--- src/rtl/er_pkg.sv ---
// Shared definitions for the Express Raider download path: ioctl index
// codes, the default region map and the router FSM state encoding.
package er_pkg;

  // ioctl_index values sent by the HPS
  localparam logic [7:0] IOCTL_IDX_ROM   = 8'h00;
  localparam logic [7:0] IOCTL_IDX_DIP   = 8'hFE;
  localparam logic [7:0] IOCTL_IDX_NVRAM = 8'hFF;

  // Default Express Raider ROM layout inside the .rom file (byte addresses)
  localparam int ER_AW   = 27;
  localparam int ER_NREG = 7;

  localparam logic [ER_AW-1:0] ER_MCPU_BASE = 27'h00000;
  localparam logic [ER_AW-1:0] ER_MCPU_SIZE = 27'h10000;
  localparam logic [ER_AW-1:0] ER_MAP_BASE  = 27'h10000;
  localparam logic [ER_AW-1:0] ER_MAP_SIZE  = 27'h08000;
  localparam logic [ER_AW-1:0] ER_CHAR_BASE = 27'h18000;
  localparam logic [ER_AW-1:0] ER_CHAR_SIZE = 27'h04000;
  localparam logic [ER_AW-1:0] ER_BG_BASE   = 27'h1C000;
  localparam logic [ER_AW-1:0] ER_BG_SIZE   = 27'h20000;
  localparam logic [ER_AW-1:0] ER_SPR_BASE  = 27'h3C000;
  localparam logic [ER_AW-1:0] ER_SPR_SIZE  = 27'h20000;
  localparam logic [ER_AW-1:0] ER_COL_BASE  = 27'h5C000;
  localparam logic [ER_AW-1:0] ER_COL_SIZE  = 27'h00400;
  localparam logic [ER_AW-1:0] ER_SND_BASE  = 27'h5C400;
  localparam logic [ER_AW-1:0] ER_SND_SIZE  = 27'h08000;

  // Flattened maps, region i at [i*ER_AW +: ER_AW] (highest index listed first)
  localparam logic [ER_NREG*ER_AW-1:0] ER_REG_BASE = {
    ER_SND_BASE, ER_COL_BASE, ER_SPR_BASE, ER_BG_BASE,
    ER_CHAR_BASE, ER_MAP_BASE, ER_MCPU_BASE
  };
  localparam logic [ER_NREG*ER_AW-1:0] ER_REG_SIZE = {
    ER_SND_SIZE, ER_COL_SIZE, ER_SPR_SIZE, ER_BG_SIZE,
    ER_CHAR_SIZE, ER_MAP_SIZE, ER_MCPU_SIZE
  };

  // Router FSM: LO/HI mean the low/high byte is on the write port this cycle
  typedef enum logic [1:0] {
    ST_IDLE  = 2'd0,
    ST_LO    = 2'd1,
    ST_HI    = 2'd2,
    ST_DRAIN = 2'd3
  } dl_state_t;

endpackage

--- src/rtl/ioctl_region_dec.sv ---
// Combinational byte-address decoder: picks the lowest enabled region that
// contains addr, returns it one-hot with the byte offset inside it and a
// flag telling whether addr is that region's last byte.
module ioctl_region_dec
  import er_pkg::*;
#(
  parameter int NREG = 4,
  parameter int AW   = 27,
  parameter int OW   = 16,
  parameter logic [NREG*AW-1:0] REG_BASE = '0,
  parameter logic [NREG*AW-1:0] REG_SIZE = '0
) (
  input  logic [AW-1:0]   addr,
  output logic [NREG-1:0] sel,
  output logic [NREG-1:0] last,
  output logic [OW-1:0]   offset
);

  logic [NREG-1:0] w_hit;
  logic [NREG-1:0] w_end;
  logic [OW-1:0]   w_off [NREG];

  // Per-region range test; the limit is one bit wider so base+size never wraps
  generate
    for (genvar gi = 0; gi < NREG; gi++) begin : g_reg
      logic [AW-1:0] w_base;
      logic [AW-1:0] w_size;
      logic [AW:0]   w_lim;
      assign w_base     = REG_BASE[gi*AW +: AW];
      assign w_size     = REG_SIZE[gi*AW +: AW];
      assign w_lim      = {1'b0, w_base} + {1'b0, w_size};
      assign w_hit[gi]  = (w_size != '0) && (addr >= w_base) &&
                          ({1'b0, addr} < w_lim);
      assign w_end[gi]  = (({1'b0, addr} + {{AW{1'b0}}, 1'b1}) == w_lim);
      assign w_off[gi]  = OW'(addr - w_base);
    end
  endgenerate

  // Priority select: scan downwards so the lowest matching index wins
  always_comb begin
    sel    = '0;
    offset = '0;
    for (int i = NREG - 1; i >= 0; i--) begin
      if (w_hit[i]) begin
        sel    = '0;
        sel[i] = 1'b1;
        offset = w_off[i];
      end
    end
    last = sel & w_end;
  end

endmodule

--- src/rtl/ioctl_rom_router.sv ---
// Routes the HPS ioctl download stream to per-region ROM byte write ports.
// Each accepted word is serialised into one or two byte writes while
// ioctl_wait holds the HPS off; completion, checksum and errors are tracked
// per download.
module ioctl_rom_router
  import er_pkg::*;
#(
  parameter int NREG = 4,
  parameter int AW   = 27,
  parameter int OW   = 16,
  parameter bit WIDE = 1'b1,
  parameter logic [7:0] ROM_INDEX = IOCTL_IDX_ROM,
  parameter logic [NREG*AW-1:0] REG_BASE = '0,
  parameter logic [NREG*AW-1:0] REG_SIZE = '0
) (
  input  logic            clk_sys,
  input  logic            reset,
  input  logic [7:0]      ioctl_index,
  input  logic            ioctl_download,
  input  logic [AW-1:0]   ioctl_addr,
  input  logic [15:0]     ioctl_dout,
  input  logic            ioctl_wr,
  output logic            ioctl_wait,
  output logic [NREG-1:0] rom_we,
  output logic [OW-1:0]   rom_addr,
  output logic [7:0]      rom_data,
  output logic [NREG-1:0] loaded,
  output logic            dl_done,
  output logic [15:0]     checksum,
  output logic [1:0]      err
);

  dl_state_t       r_state;
  dl_state_t       w_state_next;
  logic            r_active_d;
  logic            r_pend;
  logic [AW-1:0]   r_addr;
  logic [7:0]      r_hi;
  logic            r_wait;
  logic [NREG-1:0] r_we;
  logic [OW-1:0]   r_rom_addr;
  logic [7:0]      r_rom_data;
  logic [NREG-1:0] r_loaded;
  logic            r_dl_done;
  logic [15:0]     r_checksum;
  logic [1:0]      r_err;

  logic            w_active;
  logic            w_rise;
  logic            w_fall;
  logic            w_accept;
  logic            w_overrun;
  logic            w_emit;
  logic [AW-1:0]   w_emit_addr;
  logic [7:0]      w_emit_data;
  logic            w_idle_done;
  logic            w_pend_next;
  logic            w_wait_next;
  logic            w_done_next;
  logic [NREG-1:0] w_sel;
  logic [NREG-1:0] w_last;
  logic [OW-1:0]   w_off;
  logic [NREG-1:0] w_we;
  logic [NREG-1:0] w_loaded_set;
  logic            w_unmapped;

  assign w_active  = ioctl_download && (ioctl_index == ROM_INDEX);
  assign w_rise    = w_active && !r_active_d;
  assign w_fall    = !w_active && r_active_d;
  assign w_accept  = (r_state == ST_IDLE) && ioctl_wr && w_active;
  assign w_overrun = (r_state != ST_IDLE) && ioctl_wr && w_active;

  // Next state and the byte to emit at the coming edge; outputs are
  // registered, so the byte chosen here is visible one cycle later
  always_comb begin
    w_state_next = r_state;
    w_emit       = 1'b0;
    w_emit_addr  = ioctl_addr;
    w_emit_data  = ioctl_dout[7:0];
    w_idle_done  = 1'b0;
    w_pend_next  = r_pend;
    case (r_state)
      ST_IDLE: begin
        w_pend_next = 1'b0;
        if (w_accept) begin
          w_state_next = ST_LO;
          w_emit       = 1'b1;
        end else if (w_fall) begin
          w_idle_done = 1'b1;
        end
      end
      ST_LO: begin
        if (WIDE) begin
          w_state_next = ST_HI;
          w_emit       = 1'b1;
          w_emit_addr  = r_addr + AW'(1);
          w_emit_data  = r_hi;
          w_pend_next  = r_pend || w_fall;
        end else begin
          w_state_next = (r_pend || w_fall) ? ST_DRAIN : ST_IDLE;
          w_pend_next  = 1'b0;
        end
      end
      ST_HI: begin
        w_state_next = (r_pend || w_fall) ? ST_DRAIN : ST_IDLE;
        w_pend_next  = 1'b0;
      end
      ST_DRAIN: begin
        w_state_next = ST_IDLE;
        w_pend_next  = 1'b0;
      end
      default: begin
        w_state_next = ST_IDLE;
        w_pend_next  = 1'b0;
      end
    endcase
  end

  assign w_wait_next  = (w_state_next == ST_LO) || (w_state_next == ST_HI);
  assign w_done_next  = w_idle_done || (w_state_next == ST_DRAIN);
  assign w_we         = w_emit ? w_sel : '0;
  assign w_loaded_set = w_emit ? w_last : '0;
  assign w_unmapped   = w_emit && (w_sel == '0);

  ioctl_region_dec #(
    .NREG     (NREG),
    .AW       (AW),
    .OW       (OW),
    .REG_BASE (REG_BASE),
    .REG_SIZE (REG_SIZE)
  ) u_dec (
    .addr   (w_emit_addr),
    .sel    (w_sel),
    .last   (w_last),
    .offset (w_off)
  );

  // State, byte port and per-download bookkeeping; a rising edge of active
  // starts a fresh download by clearing checksum, loaded and err
  always_ff @(posedge clk_sys) begin
    if (reset) begin
      r_state    <= ST_IDLE;
      r_active_d <= 1'b0;
      r_pend     <= 1'b0;
      r_addr     <= '0;
      r_hi       <= '0;
      r_wait     <= 1'b0;
      r_we       <= '0;
      r_rom_addr <= '0;
      r_rom_data <= '0;
      r_loaded   <= '0;
      r_dl_done  <= 1'b0;
      r_checksum <= '0;
      r_err      <= '0;
    end else begin
      r_state    <= w_state_next;
      r_active_d <= w_active;
      r_pend     <= w_pend_next;
      if (w_accept) begin
        r_addr <= ioctl_addr;
        r_hi   <= ioctl_dout[15:8];
      end
      r_wait    <= w_wait_next;
      r_we      <= w_we;
      if (w_emit) begin
        r_rom_addr <= w_off;
        r_rom_data <= w_emit_data;
      end
      r_dl_done  <= w_done_next;
      r_checksum <= (w_rise ? 16'h0 : r_checksum) +
                    ((|w_we) ? {8'h00, w_emit_data} : 16'h0);
      r_loaded   <= (w_rise ? '0 : r_loaded) | w_loaded_set;
      r_err      <= (w_rise ? 2'b00 : r_err) | {w_overrun, w_unmapped};
    end
  end

  assign ioctl_wait = r_wait;
  assign rom_we     = r_we;
  assign rom_addr   = r_rom_addr;
  assign rom_data   = r_rom_data;
  assign loaded     = r_loaded;
  assign dl_done    = r_dl_done;
  assign checksum   = r_checksum;
  assign err        = r_err;

endmodule

--- config.mk ---
export PLATFORM = sky130hd
export DESIGN_NAME = ioctl_rom_router
export DESIGN_NICKNAME = d
export VERILOG_FILES = /design/src/rtl/er_pkg.sv /design/src/rtl/ioctl_region_dec.sv /design/src/rtl/ioctl_rom_router.sv
export SDC_FILE = /design/constraint.sdc
export NUM_CORES = 1
export LEC_CHECK = 0
export ABC_AREA = 1
export CELL_PAD_IN_SITES_DETAIL_PLACEMENT = 1
export CELL_PAD_IN_SITES_GLOBAL_PLACEMENT = 2
export CORE_AREA = 4 4 105 107
export DETAILED_ROUTE_END_ITERATION = 7
export DIE_AREA = 0 0 109 111
export GPL_ROUTABILITY_DRIVEN = 0
export GPL_TIMING_DRIVEN = 0
export PLACE_DENSITY = 0.78
export SLEW_MARGIN = 20
export SYNTH_ARGS = -nofsm -noshare
export SYNTH_HDL_FRONTEND = slang
export SYNTH_SLANG_ARGS = --single-unit
--- constraint.sdc ---
create_clock -name clk_sys -period 1.3 [get_ports clk_sys]
set_input_delay 0.26 -clock clk_sys [delete_from_list [all_inputs] [get_ports clk_sys]]
set_output_delay 0.26 -clock clk_sys [all_outputs]
set_load 0.02 [all_outputs]
==> results of run 1 <==
## cell families (layout without fill, tap and decap cells)
| family | Yosys count | count (layout) | synth area share |
|---|---|---|---|
| other | 1 | 40 | 0.00270 |
| adders and majority gates | 1 | 1 | 0.00902 |
| DFF | 24 | 24 | 0.346 |
| buffers and inverters | 64 | 121 | 0.295 |
| and+or+nand+nor | 82 | 83 | 0.259 |
| AOI/OAI and AO/OA | 22 | 22 | 0.0884 |
## worst paths after layout
check,end,from,depth (start not counted)
worst max-delay path,dl_done$_SDFF_PP0_,ioctl_index[5],11
worst max register to register,ioctl_wait$_SDFF_PP0_,r_state[1]$_SDFF_PP0_,8
worst min-delay path,err[0]$_SDFF_PP0_,reset,2
worst min register to register,err[1]$_SDFF_PP0_,err[1]$_SDFF_PP0_,2
## what timing repair did
action                                 CTS  global route
endpoints found under the hold margin    0             0
cloned                                   2             0
buffers inserted                        14             1
gates resized for setup                 55            33
setup endpoints to repair               33            20
pin swaps                               20             6
hold buffers                             0             0
## power by group through the flow
stage,clock network (µW),registers (µW),logic (µW)
detailed placement,0,753,323
finish,445,736,344
floorplan,0,754,230
global route,518,736,374
CTS,473,736,330
global placement,0,753,323
## per-stage QoR
| stage | setup TNS, ns | cells |
|---|---|---|
| final | -1.05 | 427 |
| after global routing | -2.43 | 427 |
| after floorplan | -0.151 | 233 |
| after CTS | -1.30 | 426 |
| after global placement | -10.37 | 407 |
| after detailed placement | -10.79 | 407 |
## registers in the layout (all words and copies together), names as in the netlist
| register | flops |
|---|---|
| r_hi | 8 |
| rom_data | 8 |
| err | 2 |
| r_state | 2 |
| dl_done | 1 |
| ioctl_wait | 1 |
| r_active_d | 1 |
| r_pend | 1 |
## layer usage
metal | track usage | routed length (µm) | vias to the layer above
li1 | - | - | 707
met1 | 0.0805 | 1680 | 612
met2 | 0.130 | 2190 | 44
met3 | 0.0163 | 283 | 2
met4 | 0.0202 | 37 | 0
met5 | 0 | 0 | -
## area by class of cell
class                      instances  area, µm²  share of cell area
buffer                            45        340               0.138
clock buffer                       3       41.3              0.0168
inverter                          19       78.8              0.0321
multi-input combinational        146        827               0.337
sequential                        24        484               0.197
tap                              136        170              0.0692
timing repair buffer              53        504               0.205
timing repair inverter             1       11.3             0.00458
## synth_stat cells, drive strengths merged, types with 3 or more instances
| cell | n | area, µm² |
|---|---|---|
| buf | 44 | 332 |
| nor2 | 41 | 169 |
| nand2 | 34 | 135 |
| dfxtp | 24 | 480 |
| inv | 19 | 73.8 |
| o21ai | 16 | 80.1 |
| a21oi | 4 | 27.5 |
| nand3 | 3 | 27.5 |
## critical path: cells and delay by family
family	cells	cell delay, ns
buf+inv	6	0.74
compound gates	2	0.32
simple gates	3	0.26
==> run metrics, run 1 <==
clk buf depth=2; Synth Instances=194; IO Pins=107; cell area power density=621 nW/µm²; initial core utilization=0.137; WP data required=1.47 ns; largest net degree at the start of global routing=13; Max Fclk=706 MHz; Netlist cell types=24; final instance area=2460 µm²; First DRT Iteration DRCs=46; leakage=0.00122 µW; power consumption=1530 µW; TritonCTS buffer count=3; Mapped Avg Cell Area=7.15 µm²; Period minus WS final=1.42 ns; CP Class=in -> reg; DRT Pass-1 Iters=2; width of the die=109 µm; CP max-delay cell=dlygate4sd2_1; total gr overflow=0; root buffer cell=clkbuf_8; DRT Wirelength=4190 µm; WP data arrival=1.58 ns; final setup margin=-0.117 ns; initial antenna violation count=0; antenna cells=0; failing checks=negative setup slack; Tcrit/Tclk final=1.09; DRT antenna net count=0; full die area=12100 µm²; Psw=419 µW; PortBufs=38; r2r setup slk=-0.11 ns; Post-route DRC=0; Fin Clk Skew=0.00245 ns; post-synthesis sequential area ratio=0.346; outcome=complete, but fails checks; leading cell types in the layout, fill and taps excluded=buf_4 (52), conb_1 (40), nand2_1 (29); Worst Setup End Kind=flip-flop; most used cell, CP=buf_4; dpl ws=-0.691 ns; vias in the first global route=1439; Core Region=10100 µm²; Clk pin slew, worst setup/hold paths=0.09 ns; CTS Sinks=24; Util after Layout=0.242; htree depth=1; Top FF cell, synth=dfxtp_1; final net count=349; global-route wire length before repair=6830 µm; min-delay worst type=in -> reg; Peak supply drop=237 µV; worst-path fanout max=2; endpoints failing setup=20; row count=37; layout cells sized above 1=0.371; post-DP HPWL=3210 µm; cell chain of the critical path=dlygate4sd2_1 > nor2_2 > nand3_2 > o21bai_4 > buf_4 > buf_4 > buf_4 > buf_4 > buf_4 > nor2_4 > o21a_1; DR vias=1365; Area Growth Syn to Fin=77.1%; nature of the critical path startpoint=input pin; area of the mapped netlist=1390 µm²; Final Max Tran Viols=0; Logic pwr share=0.226; RSZ-0062 raised after global routing=yes; sw frac=0.275; max cap viols=0; DR vias/cell=3.20; worst skew pair latency=0.26 ns; commonest non-fill, non-tap cell in the layout=buf_4; final hold vios=0; Clk pwr share=0.292; slowest stage delay, CP=0.24 ns; #FFs+latches synth=24; Fin Hold WS=0.260 ns; Synth async-reset ratio=0; GRT Total Usage=0.0712; Pint=1110 µW; Fillers=1254; Flop pwr share=0.482; WL/cell=9.81 µm; CTS tree=yes; die height=111 µm; DP Area=2110 µm²; synth warn=0; Post-synth EDFFs=0
Note: power is estimated with default switching activity, not from simulation.
==> run 2, diff against run 1 <==
--- a/config.mk
+++ b/config.mk
@@ -6,14 +6,12 @@
 export NUM_CORES = 1
 export LEC_CHECK = 0
 export ABC_AREA = 1
-export CELL_PAD_IN_SITES_DETAIL_PLACEMENT = 1
-export CELL_PAD_IN_SITES_GLOBAL_PLACEMENT = 2
-export CORE_AREA = 4 4 105 107
+export CORE_AREA = 4 4 63 88
 export DETAILED_ROUTE_END_ITERATION = 7
-export DIE_AREA = 0 0 109 111
+export DIE_AREA = 0 0 67 92
 export GPL_ROUTABILITY_DRIVEN = 0
 export GPL_TIMING_DRIVEN = 0
-export PLACE_DENSITY = 0.78
+export PLACE_DENSITY = 0.79
 export SLEW_MARGIN = 20
 export SYNTH_ARGS = -nofsm -noshare
 export SYNTH_HDL_FRONTEND = slang
==> run 2 against run 1 <==
The flow still finishes with violations (negative setup slack). Critical endpoint is now ioctl_wait$_SDFF_PP0_. Die area shrank 49%. Critical path type unchanged. Power grew 14%. Sequential share of layout area grew 0.50 points.
==> run metrics, run 2 (synthesis gave the netlist of run 1 again) <==
nature of the critical path startpoint=input pin; htree depth=1; Post-route DRC=0; Crit path buffers/inverters=4; die height=92 µm; Hold Crit Start=reset; WP data arrival=1.54 ns; DRT antenna net count=0; Worst Hold Endpoint=r_state[0]$_SDFF_PP0_; R2R depth=8; worst skew pair latency=0.26 ns; DP Cell Count=335; register area=484 µm²; layout cells sized above 1=0.398; IO Pins=107; WP data required=1.46 ns; max cap viols=0; dpl ws=-0.611 ns; First DRT Iteration DRCs=20; worst-path fanout max=3; PortBufs=38; Fin Hold WS=0.258 ns; final net count=351; Max Fclk=726 MHz; largest net degree at the start of global routing=15; GRT Total Usage=0.109; WL/cell=9.60 µm; Final Max Tran Viols=0; endpoints failing setup=18; vias in the first global route=1320; r2r setup slk=-0.08 ns; min-delay worst type=in -> reg; CTS Sinks=24; cell area power density=725 nW/µm²; r2r startpoint=r_state[1]$_SDFF_PP0_; Finished Layout Cells=358; full die area=6160 µm²; RSZ-0062 raised after global routing=yes; Peak supply drop=458 µV; root buffer cell=clkbuf_8; Hold Crit Depth=2; initial antenna violation count=0; TritonCTS buffer count=3; Area Growth Syn to Fin=72.7%; DR vias=1333; leakage=0.00125 µW; Core Region=4770 µm²; Worst R2R End=ioctl_wait$_SDFF_PP0_; Worst Setup End Kind=flip-flop; DRT Wirelength=3440 µm; DR vias/cell=3.72; row count=30; leading cell types in the layout, fill and taps excluded=buf_4 (54), conb_1 (40), nand2_1 (28); final hold vios=0; clk buf depth=2; post-DP HPWL=2470 µm; Fin Clk Skew=0.00150 ns; CP max-delay cell=clkdlybuf4s50_1; failing checks=negative setup slack; Tcrit/Tclk final=1.06; CTS tree=yes; width of the die=67 µm; outcome=complete, but fails checks; Multi-input gate area=826 µm²; commonest non-fill, non-tap cell in the layout=buf_4; antenna cells=0; total gr overflow=0; CP top delay family=buffers and inverters; cell chain of the critical path=clkdlybuf4s50_1 > inv_1 > nor2_4 > nand3_4 > buf_8 > nand2_4 > ha_4 > inv_2 > nor2_1; Fillers=455; DRT Pass-1 Iters=4; CP Class=in -> reg; slowest stage delay, CP=0.49 ns; Period minus WS final=1.38 ns; final setup margin=-0.0769 ns; Util after Layout=0.503; initial core utilization=0.291; Clk pin slew, worst setup/hold paths=0.09 ns; global-route wire length before repair=5350 µm
==> run 2: metrics by stage <==
| stage | setup TNS [ns] | cell area [µm²] | total power, µW |
|---|---|---|---|
| after global routing | -1.61 | 2400 | 1790 |
| after detailed placement | -8.84 | 2020 | 1070 |
| after global placement | -8.28 | 2020 | 1070 |
| after CTS | -0.226 | 2310 | 1720 |
| final | -0.458 | 2400 | 1740 |
| after floorplan | -0.151 | 1560 | 983 |
==> run 2: report_power, final <==
part / leakage [µW] / switching, µW / internal, µW / total (µW)
sequential: 0.000195 / 0.362 / 735 / 736
clock: 0.0000357 / 242 / 412 / 653
combinational: 0.00102 / 182 / 166 / 348
==> run 2: layout make-up <==
cell class,instances,share of cell area
inverter,19,0.0329
clock inverter,1,0.0125
tap,64,0.0334
buffer,45,0.142
sequential,24,0.202
timing repair buffer,56,0.215
clock buffer,3,0.0172
multi-input combinational,146,0.345
==> run 2: worst max path at each step <==
stage	depth (start not counted)	slack (ns)	startpoint	end
global placement	10	-0.58	ioctl_download	dl_done$_SDFF_PP0_
CTS	8	-0.07	r_state[1]$_SDFF_PP0_	ioctl_wait$_SDFF_PP0_
finish	9	-0.08	ioctl_wr	ioctl_wait$_SDFF_PP0_
global route	8	-0.13	r_state[1]$_SDFF_PP0_	ioctl_wait$_SDFF_PP0_
detailed placement	9	-0.61	ioctl_index[3]	dl_done$_SDFF_PP0_
floorplan	8	-0.09	r_state[0]$_SDFF_PP0_	ioctl_wait$_SDFF_PP0_
==> run 2: metal layers <==
metal | vias up | part of all wire | global-route usage
met5 | - | 0 | 0
met4 | 0 | 0.015 | 0.0508
met3 | 6 | 0.098 | 0.0245
met2 | 59 | 0.55 | 0.213
met1 | 558 | 0.34 | 0.101
li1 | 710 | - | -
==> run 2: timing repair <==
item | 4_1_cts | 5_1_grt
hold buffers | 0 | 0
cloned | 1 | 0
setup endpoints to repair | 32 | 22
pin swaps | 14 | 9
gates resized for setup | 55 | 36
buffers inserted | 18 | 1
==> run 3, diff against run 2 <==
--- a/config.mk
+++ b/config.mk
@@ -9,7 +9,6 @@
 export CORE_AREA = 4 4 63 88
 export DETAILED_ROUTE_END_ITERATION = 7
 export DIE_AREA = 0 0 67 92
-export GPL_ROUTABILITY_DRIVEN = 0
 export GPL_TIMING_DRIVEN = 0
 export PLACE_DENSITY = 0.79
 export SLEW_MARGIN = 20
==> results of run 3 <==
No change in the layout: final DEF, timing and power equal those of run 2.
